File: src/rtl/dmem_pkg.sv
// -----------------------------------------------------------------------------
// dmem_pkg
// Shared constants and types for the data-memory responder.
//   - MMIO word offsets inside the 16-byte MMIO window (Addr[3:2])
//   - timer compare reset value
//   - region-select enum produced by the address decoder
// -----------------------------------------------------------------------------
package dmem_pkg;

  localparam logic [1:0] OFF_GPIO     = 2'd0;
  localparam logic [1:0] OFF_MTIME    = 2'd1;
  localparam logic [1:0] OFF_MTIMECMP = 2'd2;
  localparam logic [1:0] OFF_STATUS   = 2'd3;

  // Compare starts at all-ones so a freshly reset timer does not fire early.
  localparam logic [31:0] MTIMECMP_RST = 32'hFFFF_FFFF;

  typedef enum logic [1:0] {
    SEL_RAM,
    SEL_MMIO,
    SEL_NONE
  } sel_e;

endpackage

File: src/rtl/dmem_timer.sv
// -----------------------------------------------------------------------------
// dmem_timer
// Prescaled machine timer: prescaler, MTIME, MTIMECMP and a sticky pending flag.
// Ports:
//   clk, reset   rising-edge clock, asynchronous active-high reset
//   we           write strobe already qualified to the timer's MMIO words
//   off          MMIO word offset (Addr[3:2])
//   wdata        store data
//   rdata        combinational read data for MTIME / MTIMECMP / STATUS
//   irq          registered pending flag
// -----------------------------------------------------------------------------
module dmem_timer
  import dmem_pkg::*;
#(
  parameter int unsigned TICK_DIV = 1
) (
  input  logic        clk,
  input  logic        reset,
  input  logic        we,
  input  logic [1:0]  off,
  input  logic [31:0] wdata,
  output logic [31:0] rdata,
  output logic        irq
);

  localparam int unsigned      PW        = (TICK_DIV > 1) ? $clog2(TICK_DIV) : 1;
  localparam logic [PW-1:0]    PRESC_MAX = PW'(TICK_DIV - 1);

  logic [PW-1:0] presc;
  logic [31:0]   mtime;
  logic [31:0]   mtimecmp;
  logic          pending;

  logic we_mtime;
  logic we_cmp;
  logic we_status;

  assign we_mtime  = we && (off == OFF_MTIME);
  assign we_cmp    = we && (off == OFF_MTIMECMP);
  assign we_status = we && (off == OFF_STATUS);

  // NOTE: state registers use non-blocking assignments so every flop samples
  // the pre-edge values of its inputs, independent of statement order.
  always_ff @(posedge clk or posedge reset) begin
    if (reset) begin
      presc <= '0;
      mtime <= '0;
    end else if (we_mtime) begin
      // A software load wins over a tick landing on the same edge.
      mtime <= wdata;
      presc <= '0;
    end else if (presc == PRESC_MAX) begin
      presc <= '0;
      mtime <= mtime + 32'd1;
    end else begin
      presc <= presc + PW'(1);
    end
  end

  always_ff @(posedge clk or posedge reset) begin
    if (reset) begin
      mtimecmp <= MTIMECMP_RST;
    end else if (we_cmp) begin
      mtimecmp <= wdata;
    end
  end

  // Compare uses the registered MTIME/MTIMECMP; a match re-asserts every cycle
  // it holds, so a W1C on a matching cycle loses.
  always_ff @(posedge clk or posedge reset) begin
    if (reset) begin
      pending <= 1'b0;
    end else if (mtime == mtimecmp) begin
      pending <= 1'b1;
    end else if (we_status && wdata[0]) begin
      pending <= 1'b0;
    end
  end

  assign irq = pending;

  // NOTE: the output gets a default before the case so no path leaves it
  // unassigned, which would otherwise infer a latch.
  always_comb begin
    rdata = '0;
    case (off)
      OFF_MTIME:    rdata = mtime;
      OFF_MTIMECMP: rdata = mtimecmp;
      OFF_STATUS:   rdata = {31'b0, pending};
      default:      rdata = '0;
    endcase
  end

endmodule

File: src/rtl/data_mem_responder.sv
// -----------------------------------------------------------------------------
// data_mem_responder
// Data-memory port responder for the single-cycle core. Decodes the byte
// address into a word RAM, a 16-byte MMIO window (GPIO + machine timer) or
// unmapped space, returns read data combinationally and commits writes on the
// rising edge (no read-during-write bypass).
// Ports:
//   clk, reset   rising-edge clock, asynchronous active-high reset
//   Addr         byte address (ALUResult); Addr[1:0] ignored for decode
//   WriteData    store data
//   MemWrite     one-word write strobe
//   ReadData     combinational read data, 0 for unmapped addresses
//   GpioOut      GPIO output register
//   TimerIrq     timer pending flag (registered)
//   MemErr       sticky access-error flag, only when DMEM_ERR_EN is defined
// Build option: define DMEM_ERR_EN to add the MemErr port and its logic.
// -----------------------------------------------------------------------------
module data_mem_responder
  import dmem_pkg::*;
#(
  parameter int unsigned RAM_DEPTH = 64,
  parameter int unsigned TICK_DIV  = 1,
  parameter logic [31:0] MMIO_BASE = 32'h8000_0000
) (
  input  logic        clk,
  input  logic        reset,
  input  logic [31:0] Addr,
  input  logic [31:0] WriteData,
  input  logic        MemWrite,
  output logic [31:0] ReadData,
  output logic [31:0] GpioOut,
  output logic        TimerIrq
`ifdef DMEM_ERR_EN
  ,
  output logic        MemErr
`endif
);

  localparam int unsigned AW        = $clog2(RAM_DEPTH);
  localparam logic [31:0] RAM_BYTES = 32'(4 * RAM_DEPTH);

  sel_e          sel;
  logic [AW-1:0] ram_idx;
  logic [1:0]    off;
  logic          ram_we;
  logic          mmio_we;
  logic          timer_we;
  logic [31:0]   timer_rdata;

  logic [31:0] ram [RAM_DEPTH];

  always_comb begin
    if (Addr < RAM_BYTES) begin
      sel = SEL_RAM;
    end else if (Addr[31:4] == MMIO_BASE[31:4]) begin
      sel = SEL_MMIO;
    end else begin
      sel = SEL_NONE;
    end
  end

  assign ram_idx  = Addr[AW+1:2];
  assign off      = Addr[3:2];
  assign ram_we   = MemWrite && (sel == SEL_RAM);
  assign mmio_we  = MemWrite && (sel == SEL_MMIO);
  assign timer_we = mmio_we && (off != OFF_GPIO);

  // NOTE: the RAM array has no reset; clearing it would force it into flops.
  // Writes are only suppressed while reset is held.
  always_ff @(posedge clk) begin
    if (!reset && ram_we) begin
      ram[ram_idx] <= WriteData;
    end
  end

  always_ff @(posedge clk or posedge reset) begin
    if (reset) begin
      GpioOut <= '0;
    end else if (mmio_we && (off == OFF_GPIO)) begin
      GpioOut <= WriteData;
    end
  end

  dmem_timer #(
    .TICK_DIV (TICK_DIV)
  ) u_timer (
    .clk   (clk),
    .reset (reset),
    .we    (timer_we),
    .off   (off),
    .wdata (WriteData),
    .rdata (timer_rdata),
    .irq   (TimerIrq)
  );

  always_comb begin
    ReadData = '0;
    case (sel)
      SEL_RAM:  ReadData = ram[ram_idx];
      SEL_MMIO: ReadData = (off == OFF_GPIO) ? GpioOut : timer_rdata;
      default:  ReadData = '0;
    endcase
  end

`ifdef DMEM_ERR_EN
  // Misaligned stores still land word-aligned; unmapped stores are dropped.
  // Either one latches the error until reset.
  logic err_set;
  assign err_set = MemWrite && ((Addr[1:0] != 2'b00) || (sel == SEL_NONE));

  always_ff @(posedge clk or posedge reset) begin
    if (reset) begin
      MemErr <= 1'b0;
    end else if (err_set) begin
      MemErr <= 1'b1;
    end
  end
`else
  logic addr_lsb_unused;
  assign addr_lsb_unused = ^Addr[1:0];
`endif

endmodule
File: config.mk
export PLATFORM = sky130hd
export DESIGN_NAME = data_mem_responder
export DESIGN_NICKNAME = d
export VERILOG_FILES = /design/src/rtl/dmem_pkg.sv /design/src/rtl/dmem_timer.sv /design/src/rtl/data_mem_responder.sv
export SDC_FILE = /design/constraint.sdc
export NUM_CORES = 2
export LEC_CHECK = 0
export ABC_CLOCK_PERIOD_IN_PS = 2490
export BUFFER_PORTS_ARGS = -buffer_cell sky130_fd_sc_hd__clkbuf_2
export CAP_MARGIN = 0
export CORE_MARGIN = 5
export CORE_UTILIZATION = 59
export CTS_BUF_LIST = sky130_fd_sc_hd__clkbuf_8
export DETAILED_ROUTE_END_ITERATION = 10
export PLACE_DENSITY = 0.79
export SLEW_MARGIN = 20
export SYNTH_ARGS = -nofsm -noshare
export SYNTH_HDL_FRONTEND = slang
export SYNTH_SLANG_ARGS = --single-unit
File: constraint.sdc
create_clock -name clk -period 2.49 [get_ports clk]
set_input_delay 0.1245 -clock clk [delete_from_list [all_inputs] [get_ports clk]]
set_output_delay 0.1245 -clock clk [all_outputs]
set_load 0.05 [all_outputs]
==> metrics.md <==
| Metric | Value |
|---|---|
| Synth Flop Type | edfxtp_1 |
| Worst-Skew Late Latency | 1.07 ns |
| Startpoint Class | flip-flop |
| Worst Path Max Fanout | 1 |
| Global-route wire length before repair | 370000 um |
| Inst Count DP | 6596 |
| Adder-Cell Fraction of Synth Area | 0.0149% |
| Initial antenna violation count | 16 |
| Switching Power | 16.1 mW |
| DP HPWL | 173000 um |
| Most frequent cells in the layout | edfxtp_1 (2048), buf_4 (532), mux4_2 (462) |
| Post-synth top area cell | edfxtp_1 |
| Flops & latches, synth | 2145 |
| Fin area | 102000 um2 |
| Post-DRT Antenna Nets | 0 |
| Syn nets | 4110 |
| R2R Setup Slk | 0.34 ns |
| Commonest non-fill, non-tap cell in the layout | edfxtp_1 |
| TritonRoute pass-1 iters | 7 |
| Final hold violations | 0 |
| Multi-input logic area | 20800 um2 |
| Max Clk Rate | 272 MHz |
| Fin Hold WS | 0.0966 ns |
| CTS root buf | clkbuf_8 |
| Synth Area in XOR/XNOR | 0.646% |
| Synthesis Warnings | 0 |
| Final Cycle Share | 147% |
| Wirelength per Cell | 37.1 um |
| Tmin final | 3.67 ns |
| CP Class | reg -> out |
| Final cell count without fillers | 7180 |
| Status | complete, but fails checks |
| Via-to-Cell Ratio | 7.04 |
| Die area | 150000 um2 |
| DRC viols | 0 |
| Top cell type's share of synthesized area | 73.2% |
| Largest net degree at the start of global routing | 68 |
| Clock Sinks | 2145 |
| Dominant combinational cell family by area after synthesis | multiplexers |
| Reg power frac | 55.7% |
| R2r endpoint | u_timer.mtime[28]$_DFF_PP0_ |
| Clk slew on worst S/H paths | 0.06 ns |
| Setup ws final | -1.18 ns |
| Endpoint type of the worst setup path | output pin |
| P_int | 54.8 mW |
| Register area | 64000 um2 |
| Pre-CTS WS | -0.931 ns |
| # fillers | 7572 |
| End of the worst hold path | ram[43][3]$_DFFE_PP_ |
| Register area share after synthesis | 76.1% |
| Hold path cells | 1 |
| CTS Buf Count | 341 |
| DR iter-0 viols | 9326 |
| Vias post-DR | 50500 |
| Synth async-reset ratio | 4.52% |
| Post-Syn Area | 84000 um2 |
| Hold Crit Class | in -> reg |
| Max Cap Viol | 0 |
| Comb power frac | 6.4% |
| Pwr dens | 693 nW/um2 |
| Mux cell area share after synthesis | 16.0% |
| Area Overhead vs Synth | 21.9% |
| Simple-gate share of the synthesized area | 2.43% |
| Avg Cell Area, Syn | 20.8 um2 |
| Row count | 138 |
| Syn Inst Count | 4042 |
| Top cells by area, synth | edfxtp_1 (73%), mux4_2 (12%), mux2i_1 (2.3%) |
| Clock Skews | 0.0274 ns |
| Slew Limit Headroom | 20.8% |
| Clk buf depth | 4 |
| Synth Area in Compound Gates | 3.15% |
| Worst Hold Launch | WriteData[3] |
| RSZ-0062 raised after global routing | true |
| Aggregate global-route resource usage | 35.2% |
| Post-layout util | 72.3% |
| Reg2reg start | u_timer.mtime[7]$_DFF_PP0_ |
| Placer Congestion | 0.962 |
| # setup viols final | 32 |
| Post-synth EDFFs | 2048 |
| Drt total wl | 266000 um |
| NumNets Final | 5124 |
| CTS tree | yes |
| Worst EP arrival | 3.55 ns |
| Initial Util | 59.3% |
| FF-to-FF path depth | 6 |
| Leakage dissipation | 34.5 nW |
| Core Area | 142000 um2 |
| Switch share | 22.8% |
| Worst-Margin Slew | 1.19 ns |
| DIE WIDTH | 387 um |
| Chip height | 387 um |
| GRT Residual Overflow | 0 |
| Distinct cells, synth | 67 |
| Critical Path RT | 2.37 ns |
| Clock Power Share | 38.0% |
| Max IR drop VDD | 0.000659 V |
| # H-tree levels | 5 |
| I/O Buffers | 129 |
| Io pins | 132 |
| Post-DP Area | 94700 um2 |
| Failing checks | negative setup slack |
| Slew Viols, Final | 0 |
| Vias in the first global route | 50000 |
| Fraction of layout cells with a size suffix above 1 | 40.0% |
==> synthesized netlist by cell type, drive strengths merged, types with 32 or more instances <==
master and count:
a21oi 97, buf 167, clkbuf 59, dfrtp 65
dfstp 32, edfxtp 2048, mux2 99, mux2i 190
mux4 462, nand2 92, nand3 38, nor2 186
nor3 34, o21ai 61, o22ai 84, xor2 46
==> registers in the layout, indices dropped and copies added, names as in the netlist <==
| register | flops |
|---|---|
| GpioOut | 32 |
| ram | 2048 |
| u_timer.irq | 1 |
| u_timer.mtime | 32 |
| u_timer.mtimecmp | 32 |
==> through the flow <==
step,power (mW),TNS [ns]
after global routing,72.9,-24.27
final,70.9,-22.46
after CTS,70.7,-23.18
after detailed placement,44.3,-167.70
after global placement,44.2,-89.44
after floorplan,42.0,-1085.01
==> layout make-up <==
cell class,count,share of cell area (%)
diodes,8,0.0196
clock buffers,350,4.70
clock inverters,219,1.01
inverters,9,0.0403
multi-input cells,1662,20.3
flip-flops and latches,2145,62.5
well taps,1890,2.31
repair buffers,897,9.17
==> metal layers <==
layer	GRT usage (%)	routed length, um	vias up
li1	-	-	18900
met1	46.5	86000	25300
met2	51.3	117000	5230
met3	12.9	43600	1083
met4	19.7	18900	10
met5	0.223	101	-
==> power by group through the flow <==
stage | Combinational (mW) | Clock (mW) | Sequential [mW]
global placement | 3.94 | 0 | 40.3
finish | 4.51 | 26.9 | 39.5
detailed placement | 4.05 | 0 | 40.3
floorplan | 1.76 | 0 | 40.3
CTS | 4.31 | 26.9 | 39.5
global route | 4.59 | 28.9 | 39.5
==> worst max-delay path: stages, from the launching register on <==
cell and delay, ns:
edfxtp_1 0.38, mux4_2 0.52, mux2i_4 0.21, o22ai_4 0.14, o211ai_1 0.83, o21ai_2 0.18, buf_12 0.21
==> worst max path at each step <==
stage	from	endpoint	slack [ns]	cells past startpoint
after floorplan	reset	ram[0][0]$_DFFE_PP_	-0.59	4
after global placement	Addr[21]	ReadData[6]	-0.89	10
after detailed placement	Addr[21]	ReadData[26]	-0.93	11
after CTS	ram[23][4]$_DFFE_PP_	ReadData[4]	-1.03	6
after global routing	ram[23][4]$_DFFE_PP_	ReadData[4]	-1.17	6
final	ram[23][4]$_DFFE_PP_	ReadData[4]	-1.18	6
==> kinds of logic after synthesis <==
group | after synthesis
adder cells (fa/ha/maj) | 1
buffers and inverters | 235
AND/OR/NAND/NOR | 443
flip-flops | 2145
AO/OA/AOI/OAI | 405
multiplexers | 751
XOR/XNOR | 62
==> repair_timing <==
item / in CTS / in global routing
hold buffers: 31 / 4
pin swaps: 81 / 37
buffers inserted: 0 / 1
endpoints found under the hold margin: 1094 / 190
setup endpoints to repair: 32 / 32
resized for setup: 277 / 60
No activity file was read; power rests on OpenSTA's default activity.
